<file path="src/rtl/mnist_pkg.sv">
// Shared constants, FSM state encoding and score type for the MNIST argmax back-end.
package mnist_pkg;

  localparam int N           = 8;
  localparam int NUM_CLASSES = 10;
  localparam int CLASS_W     = $clog2(NUM_CLASSES);

  typedef enum logic [1:0] {
    IDLE = 2'd0,
    SCAN = 2'd1,
    DONE = 2'd2
  } state_t;

  typedef logic signed [N-1:0] score_t;

endpackage

</file>
<file path="src/rtl/mnist_argmax_if.sv">
// Score-vector input and class-result output bundle for mnist_argmax.
// MNIST_ARGMAX_TOP2_EN adds the runner-up class and margin signals.
interface mnist_argmax_if #(
  parameter int N           = mnist_pkg::N,
  parameter int NUM_CLASSES = mnist_pkg::NUM_CLASSES,
  parameter int CLASS_W     = mnist_pkg::CLASS_W
);

  logic                     in_vld;
  logic [NUM_CLASSES*N-1:0] in_din;
  logic                     out_vld;
  logic                     out_rdy;
  logic [CLASS_W-1:0]       out_class;
  logic [N-1:0]             out_score;
`ifdef MNIST_ARGMAX_TOP2_EN
  logic [CLASS_W-1:0]       out_class2;
  logic [N:0]               out_margin;

  modport master (
    output in_vld, in_din, out_rdy,
    input  out_vld, out_class, out_score, out_class2, out_margin
  );
  modport slave (
    input  in_vld, in_din, out_rdy,
    output out_vld, out_class, out_score, out_class2, out_margin
  );
`else
  modport master (
    output in_vld, in_din, out_rdy,
    input  out_vld, out_class, out_score
  );
  modport slave (
    input  in_vld, in_din, out_rdy,
    output out_vld, out_class, out_score
  );
`endif

endinterface

</file>
<file path="src/rtl/mnist_argmax_cmp.sv">
// Combinational signed compare-and-select of a candidate lane against a reference {score, idx}.
module mnist_argmax_cmp #(
  parameter int N       = 8,
  parameter int CLASS_W = 4
) (
  input  logic signed [N-1:0]  cand_score,
  input  logic [CLASS_W-1:0]   cand_idx,
  input  logic signed [N-1:0]  ref_score,
  input  logic [CLASS_W-1:0]   ref_idx,
  output logic                 take,
  output logic signed [N-1:0]  sel_score,
  output logic [CLASS_W-1:0]   sel_idx
);

  // Strict compare: an equal candidate never displaces the earlier (lower) index.
  assign take      = cand_score > ref_score;
  assign sel_score = take ? cand_score : ref_score;
  assign sel_idx   = take ? cand_idx : ref_idx;

endmodule

</file>
<file path="src/rtl/mnist_argmax.sv">
// Captures a 10-lane logit vector, scans it serially for the maximum, and holds the result on a valid/ready port.
// MNIST_ARGMAX_TOP2_EN additionally tracks the runner-up class and the best-minus-second margin.
module mnist_argmax
  import mnist_pkg::*;
#(
  parameter int N           = mnist_pkg::N,
  parameter int NUM_CLASSES = mnist_pkg::NUM_CLASSES,
  parameter int CLASS_W     = mnist_pkg::CLASS_W
) (
  input  logic          clk,
  input  logic          rst,
  input  logic          ce,
  mnist_argmax_if.slave bus,
  output logic          busy,
  output logic          drop_err
);

  state_t              state, state_nxt;
  logic signed [N-1:0] vec_q [NUM_CLASSES];
  logic [CLASS_W-1:0]  idx, best_idx, sel_idx;
  logic signed [N-1:0] best_score, sel_score, lane;
  logic                take, hs, capture, last;

  assign lane    = vec_q[idx];
  assign last    = (idx == CLASS_W'(NUM_CLASSES - 1));
  assign hs      = (state == DONE) && bus.out_rdy;
  // A handshake in DONE frees the block on the same edge, so a new vector may land with no bubble.
  assign capture = ce && bus.in_vld && ((state == IDLE) || hs);

  mnist_argmax_cmp #(.N(N), .CLASS_W(CLASS_W)) u_cmp_best (
    .cand_score (lane),
    .cand_idx   (idx),
    .ref_score  (best_score),
    .ref_idx    (best_idx),
    .take       (take),
    .sel_score  (sel_score),
    .sel_idx    (sel_idx)
  );

  always_ff @(posedge clk) begin
    if (rst) state <= IDLE;
    else     state <= state_nxt;
  end

  always_comb begin
    state_nxt = state;
    if (ce) begin
      case (state)
        IDLE:    if (bus.in_vld) state_nxt = SCAN;
        SCAN:    if (last) state_nxt = DONE;
        DONE:    if (bus.out_rdy) state_nxt = bus.in_vld ? SCAN : IDLE;
        default: state_nxt = IDLE;
      endcase
    end
  end

  always_ff @(posedge clk) begin
    if (rst) begin
      for (int k = 0; k < NUM_CLASSES; k++) vec_q[k] <= '0;
      idx        <= '0;
      best_score <= '0;
      best_idx   <= '0;
    end else if (ce) begin
      if (capture) begin
        for (int k = 0; k < NUM_CLASSES; k++) vec_q[k] <= bus.in_din[k*N +: N];
        best_score <= bus.in_din[N-1:0];
        best_idx   <= '0;
        idx        <= CLASS_W'(1);
      end else if (state == SCAN) begin
        best_score <= sel_score;
        best_idx   <= sel_idx;
        idx        <= last ? '0 : idx + 1'b1;
      end
    end
  end

  always_ff @(posedge clk) begin
    if (rst)
      drop_err <= 1'b0;
    else if (ce && bus.in_vld && ((state == SCAN) || ((state == DONE) && !bus.out_rdy)))
      drop_err <= 1'b1;
  end

  assign busy          = (state != IDLE);
  assign bus.out_vld   = (state == DONE);
  assign bus.out_class = best_idx;
  assign bus.out_score = best_score;

`ifdef MNIST_ARGMAX_TOP2_EN
  logic signed [N-1:0] sec_score, sec_sel_score;
  logic [CLASS_W-1:0]  sec_idx, sec_sel_idx;
  logic                sec_vld, sec_take;

  mnist_argmax_cmp #(.N(N), .CLASS_W(CLASS_W)) u_cmp_sec (
    .cand_score (lane),
    .cand_idx   (idx),
    .ref_score  (sec_score),
    .ref_idx    (sec_idx),
    .take       (sec_take),
    .sel_score  (sec_sel_score),
    .sel_idx    (sec_sel_idx)
  );

  // sec_vld marks the runner-up as empty until the first non-winning lane (or a demoted best) fills it.
  always_ff @(posedge clk) begin
    if (rst) begin
      sec_score <= '0;
      sec_idx   <= '0;
      sec_vld   <= 1'b0;
    end else if (ce) begin
      if (capture) begin
        sec_score <= '0;
        sec_idx   <= '0;
        sec_vld   <= 1'b0;
      end else if (state == SCAN) begin
        if (take) begin
          sec_score <= best_score;
          sec_idx   <= best_idx;
          sec_vld   <= 1'b1;
        end else if (!sec_vld) begin
          sec_score <= lane;
          sec_idx   <= idx;
          sec_vld   <= 1'b1;
        end else if (sec_take) begin
          sec_score <= sec_sel_score;
          sec_idx   <= sec_sel_idx;
        end
      end
    end
  end

  assign bus.out_class2 = sec_idx;
  assign bus.out_margin = {best_score[N-1], best_score} - {sec_score[N-1], sec_score};
`endif

endmodule

</file>
<file path="src/flat_wrapper.sv">
// flat-port wrapper written by rule: the top's interface ports become plain ports
module mnist_argmax_flat import mnist_pkg::*;
#(
  parameter int N           = mnist_pkg::N,
  parameter int NUM_CLASSES = mnist_pkg::NUM_CLASSES,
  parameter int CLASS_W     = mnist_pkg::CLASS_W
)
  (clk, rst, ce, busy, drop_err, bus_in_vld, bus_in_din, bus_out_rdy, bus_out_vld, bus_out_class, bus_out_score);
  mnist_argmax_if #(.N(N), .NUM_CLASSES(NUM_CLASSES), .CLASS_W(CLASS_W)) bus_i ();
  input  logic clk;
  input  logic rst;
  input  logic ce;
  output logic busy;
  output logic drop_err;
  input wire logic [$bits(bus_i.in_vld)-1:0] bus_in_vld;
  input wire logic [$bits(bus_i.in_din)-1:0] bus_in_din;
  input wire logic [$bits(bus_i.out_rdy)-1:0] bus_out_rdy;
  output wire logic [$bits(bus_i.out_vld)-1:0] bus_out_vld;
  output wire logic [$bits(bus_i.out_class)-1:0] bus_out_class;
  output wire logic [$bits(bus_i.out_score)-1:0] bus_out_score;
  assign bus_i.in_vld = bus_in_vld;
  assign bus_i.in_din = bus_in_din;
  assign bus_i.out_rdy = bus_out_rdy;
  assign bus_out_vld = bus_i.out_vld;
  assign bus_out_class = bus_i.out_class;
  assign bus_out_score = bus_i.out_score;
  mnist_argmax #(.N(N), .NUM_CLASSES(NUM_CLASSES), .CLASS_W(CLASS_W)) u_core (.clk(clk), .rst(rst), .ce(ce), .bus(bus_i), .busy(busy), .drop_err(drop_err));
endmodule
</file>
<file path="config.mk">
export PLATFORM = sky130hd
export DESIGN_NAME = mnist_argmax_flat
export DESIGN_NICKNAME = d
export VERILOG_FILES = /design/src/rtl/mnist_pkg.sv /design/src/rtl/mnist_argmax_if.sv /design/src/rtl/mnist_argmax_cmp.sv /design/src/rtl/mnist_argmax.sv /design/src/flat_wrapper.sv
export SDC_FILE = /design/constraint.sdc
export NUM_CORES = 1
export LEC_CHECK = 0
export BUFFER_PORTS_ARGS = -buffer_cell sky130_fd_sc_hd__clkbuf_2
export CORE_UTILIZATION = 51
export CTS_BUF_LIST = sky130_fd_sc_hd__clkbuf_4 sky130_fd_sc_hd__clkbuf_8
export DETAILED_ROUTE_END_ITERATION = 6
export PLACE_DENSITY = 0.86
export SETUP_SLACK_MARGIN = 0.1
export SYNTH_ARGS = -nofsm -noshare
export SYNTH_HDL_FRONTEND = slang
export SYNTH_SLANG_ARGS = --single-unit
</file>
<file path="constraint.sdc">
create_clock -name clk -period 4.2 [get_ports clk]
set_input_delay 0.42 -clock clk [delete_from_list [all_inputs] [get_ports clk]]
set_output_delay 0.42 -clock clk [all_outputs]
set_load 0.02 [all_outputs]
</file>
## Yosys cells after proc, flatten, opt, wreduce, memory -nomap -nowiden

Memory sizes are Yosys's and may differ from the RTL's. A register that Yosys moved wholly into a read port is not among the register bits.
Index checks and enable logic that the tools add are counted.

- Divide/modulo/power cells: 0
- $add $sub $neg: 1
- Reduce and logical (&&, ||, !) cells: 15
- Shift-type cells: 0
- Eq/ne operators: 6
- Multiply operators: 0
- Bitwise operators: 10
- Order comparisons: 1
- Multiplexer cells: 32

Operator list:

| operator | number |
|---|---|
| 2-to-1 mux 8 bit | 13 |
| 2-to-1 mux 4 bit | 8 |
| OR 1 bit | 10 |
| > comparator 8 bit | 1 |
| 2-to-1 mux 1 bit | 7 |
| 2-to-1 mux 2 bit | 3 |
| case mux 2 bit (3 select lines) | 1 |
| nonzero test 2 bit | 3 |
| logical AND 1 bit | 5 |
| adder 4 x 1 -> 4 bit, second input constant | 1 |
| equality test 4 bit, second input constant | 1 |
| inequality test 2 bit, second input constant | 2 |
| AND reduction 4 bit | 1 |
| AND reduction 3 bit | 1 |
| equality test 2 x 1 -> 1 bit, second input constant | 1 |
| equality test 2 bit, second input constant | 1 |
| logical NOT 2 bit | 1 |
| logical OR 1 bit | 2 |
| inequality test 2 x 1 -> 1 bit, second input constant | 1 |
| AND reduction 2 bit | 1 |
| logical NOT 1 bit | 1 |

- Memories kept: 1
- Register bits after elaboration: 19
- Bits in writable memories: 80
- ROM bits: 0
- Output and inout bits: 15
- Latch bits: 0
- Input port bits: 85

Memory list:

| name | words | width | rd ports | clocked after Yosys merged registers in | write ports | line | RTL |
|---|---|---|---|---|---|---|---|
| u_core.vec_q | 10 | 8 | 1 | 1 | 10 | mnist_argmax.sv:19 | `logic signed [N-1:0] vec_q [NUM_CLASSES];` |

## Logic depth before layout (Yosys ltp)

- Depth after elaboration: 9
- Mapped depth: 12
- Gate-level depth less buffers: 10

## By module

Synthesis repeated with hierarchy kept, for this count alone.

- Cells, all modules: 423
- Area total of the unflattened synthesis: 5098.6 um^2

By module, submodules not included:

| module | area each (um^2) | times used | cells each |
|---|---|---|---|
| mnist_argmax | 4722.0 | 1 | 378 |
| mnist_argmax_cmp | 376.6 | 1 | 45 |

## Worst setup path before layout

Ideal clock, no wire load.

- Kind: input to register
- From: input ce
- To: memory u_core.vec_q[0][0] (enable)
- Setup time: 474 ps
- Arrival time: 3440 ps
- Cell stages on the path: 5
- Slack: 286 ps
- Data required time: 3726 ps
- Cell sequence: nand2_1 nor3_1 buf_2 or2_2 clkbuf_1

RTL lines:

| what | line | RTL |
|---|---|---|
| start: declaration | flat_wrapper.sv:12 | `input logic ce;` |
| end: declaration | mnist_argmax.sv:19 |  |

==> results.ini <==
[outcome]
outcome = complete, no violations

[yosys]
synth_mux_area_share_pct = 10.4
syn-cell-area_um2 = 4900
synth-xor-area-share_pct = 0
synth_top_family_by_area = simple AND/OR/NAND/NOR gates
synth_simple_gate_area_share_pct = 16.1
syn-mean-instance-area_um2 = 12.6
synth_common_cells = and2_1 (80), edfxtp_1 (80), mux2i_1 (24)
synth_largest_area_cell = edfxtp_1
synth_area_leaders = edfxtp_1 (49%), and2_1 (10%), dfxtp_1 (9.4%), mux2i_1 (4.9%), mux4_2 (3.7%)
ys_seq_area_share_pct = 58.4
synthCells = 388
synth_compound_area_share_pct = 9.26
yosys_warnings = 0
synth-async-reset-ratio_pct = 0
ys_ff_latch = 103
synthAdderAreaFrac_pct = 2.55
yosysTopAreaCellShare_pct = 49.0
synth_fp_nets = 483
ys_types = 39
synth_ff_type = edfxtp_1
synth_edf_count = 80

[clock_network]
postCtsHoldBufs = 0
clk_latency_ps = 370
cts_buffers = 9
cts_max_path_buffers = 2
cts_tree = yes
cts-resized-gates = 0
cts.clk_slew.worst_paths_ps = 100
post_cts_buffers = 0
clockRootBuffer = clkbuf_8
cts_max_level = 3
clock_sinks = 103

[route]
routed_wl_um = 10200
drt-vias-per-instance = 5.38
wl_met1_um = 4280
post-route-drc-count = 0
met2WireLength_um = 5090
highest_layer = met4
vias = 3296
drtPass1Iterations = 5
wl_met3_um = 589
wl_per_cell_um = 16.7
drtIter0Drc = 179
ant_nets = 0

[cells_and_area]
final_core_util_pct = 61.1
nNetsFinal = 574
area_delta_synth_final_pct = 15.6
num_antenna_cells = 0
fin_area_um2 = 5670
fill_cells = 757
multiInputGateArea_um2 = 1890
seqCellArea_um2 = 2860
layout-drive-gt1-share_pct = 30.2

[critical_path]
cp_max_fo = 15
rrSetupSlack_ps = 670
required_ps = 4460
r2r_end = u_core.bus.out_score[6]$_SDFFE_PP0P_
cp_slowest_cell = dfxtp_1
worstPathArrival_ps = 3790
max_stage_delay_ps = 640
cp-start-kind = register
critical_path.top_delay_family = compound AO/OA/AOI/OAI gates
cp-end-kind = register
ff2ff_path_depth = 10
critPathKind = register to register
cp_num_buf_inv = 1
crit_chain = buf_4, mux2i_1, a221oi_1, o21a_1, ha_1, a21o_1, a2111oi_4, o211ai_2, a21o_1, a221oi_1

[grt]
grt_max_degree = 88
grt_pass1_vias = 3268
track_usage_pct = 21.5
antenna_found_initial = 0
grt_pass1_wl_um = 16000
grt-ovfl-total = 0

[power]
p_sw_mw = 0.542
powerDensity_nw_per_um2 = 364
clkPwrFrac_pct = 28.2
p_sw_share_pct = 26.2
comb_power_share_pct = 13.9
total_power_mw = 2.07
pwr-share-seq_pct = 58.0
irDropWorstVdd_uv = 293
p_int_mw = 1.52
leakage_nw = 2.25

[floorplanning]
rows = 35
die_h_um = 100
start_util_pct = 52.8
chipWidth_um = 100
core_area_um2 = 9280
ios = 100
die-area_um2 = 10000

[sta]
rsz0062_at_grt = false
maxSlewViolCount = 0
hold_viol_final = 0
final-setup-viol-count = 0
fin_crit_sh_pct = 84.0
worst_pin_slew_ps = 1150
finalSetupTns_ps = 0
slew_headroom_pct = 23.1
period_needed_ps = 3530
max_freq_mhz = 283
finClkSkew_ps = 14.7
holdWs_ps = 316

[placement]
postPlaceCellArea_um2 = 5480
gp_congestion = 0.921
placement.io_buffers = 99
place_hpwl_um = 7630

[min_path]
min_from = bus_in_din[65]
min_path_type = input port to register
hold_depth = 2
min_to = u_core.vec_q[8][1]$_SDFFCE_PN0P_

[job]
max-cap-violations = 0

cells in the final DEF (no fill, tap or decap), drive strengths merged, types with 7 or more instances in the layout:
cell / n
and2: 80
edfxtp: 80
o21ai: 17
nand2: 14
inv: 12
mux2i: 24
a21oi: 11
mux4: 8
nor2: 17
clkbuf: 109
a221oi: 16
mux2: 8
nor2b: 12
dfxtp: 23
o21a: 7
ha: 10
state kept, by name, summed over array words and instances, names as in the netlist, named ones only:
| register | count |
|---|---|
| u_core.vec_q | 80 |
| u_core.bus.out_score | 8 |
| u_core.bus.out_class | 4 |
| u_core.idx | 4 |
| u_core.state | 2 |
| u_core.drop_err | 1 |
worst register-to-register path: cells and delay by family (launching register included):
kind	cells	cell delay, ps
adders and majority gates	1	230
DFF	1	640
buffers and inverters	1	370
AOI/OAI and AO/OA	7	2060
muxes	1	120
how the worst max path moves through the flow:
stage,end,slack [ps],cells after the start
global placement,u_core.bus.out_score[4]$_SDFFE_PP0P_,920,11
finish,u_core.bus.out_score[6]$_SDFFE_PP0P_,670,10
global route,u_core.bus.out_score[2]$_SDFFE_PP0P_,400,11
detailed placement,u_core.bus.out_score[6]$_SDFFE_PP0P_,710,10
CTS,u_core.bus.out_score[6]$_SDFFE_PP0P_,670,11
floorplan,u_core.vec_q[0][0]$_SDFFCE_PN0P_,290,5
per-layer routing:
metal	global-route usage, %	vias up
li1	-	1589
met3	4.60	25
met2	35.9	116
met4	9.48	0
met1	27.0	1566
met5	0	-
final cells by class:
type	instances	area share [%]
clock buffers	10	2.32
repair buffers	103	9.27
well taps	129	2.85
clock inverters	6	0.993
multi-input cells	251	33.4
flip-flops and latches	103	50.5
inverters	11	0.728
logic make-up (layout without fill, tap and decap cells):
| kind of cell | Yosys count | count (layout) |
|---|---|---|
| AND/OR/NAND/NOR | 139 | 139 |
| adder cells (fa/ha/maj) | 10 | 10 |
| flip-flops | 103 | 103 |
| multiplexers | 40 | 40 |
| AO/OA/AOI/OAI | 62 | 62 |
| buffers and inverters | 34 | 130 |
power by group through the flow:
stage | Combinational (mW) | Sequential, mW | Clock, mW
2_1_floorplan | 0.188 | 1.22 | 0
3_3_place_gp | 0.277 | 1.22 | 0
3_5_place_dp | 0.286 | 1.22 | 0
4_1_cts | 0.288 | 1.20 | 0.590
5_1_grt | 0.317 | 1.20 | 0.626
6_report | 0.286 | 1.20 | 0.582
through the flow:
| step | std cells | worst slack [ps] |
|---|---|---|
| floorplan | 388 | 286 |
| global placement | 597 | 921 |
| detailed placement | 597 | 708 |
| CTS | 613 | 672 |
| global route | 613 | 398 |
| finish | 613 | 672 |
No activity file was read; power rests on OpenSTA's default activity.
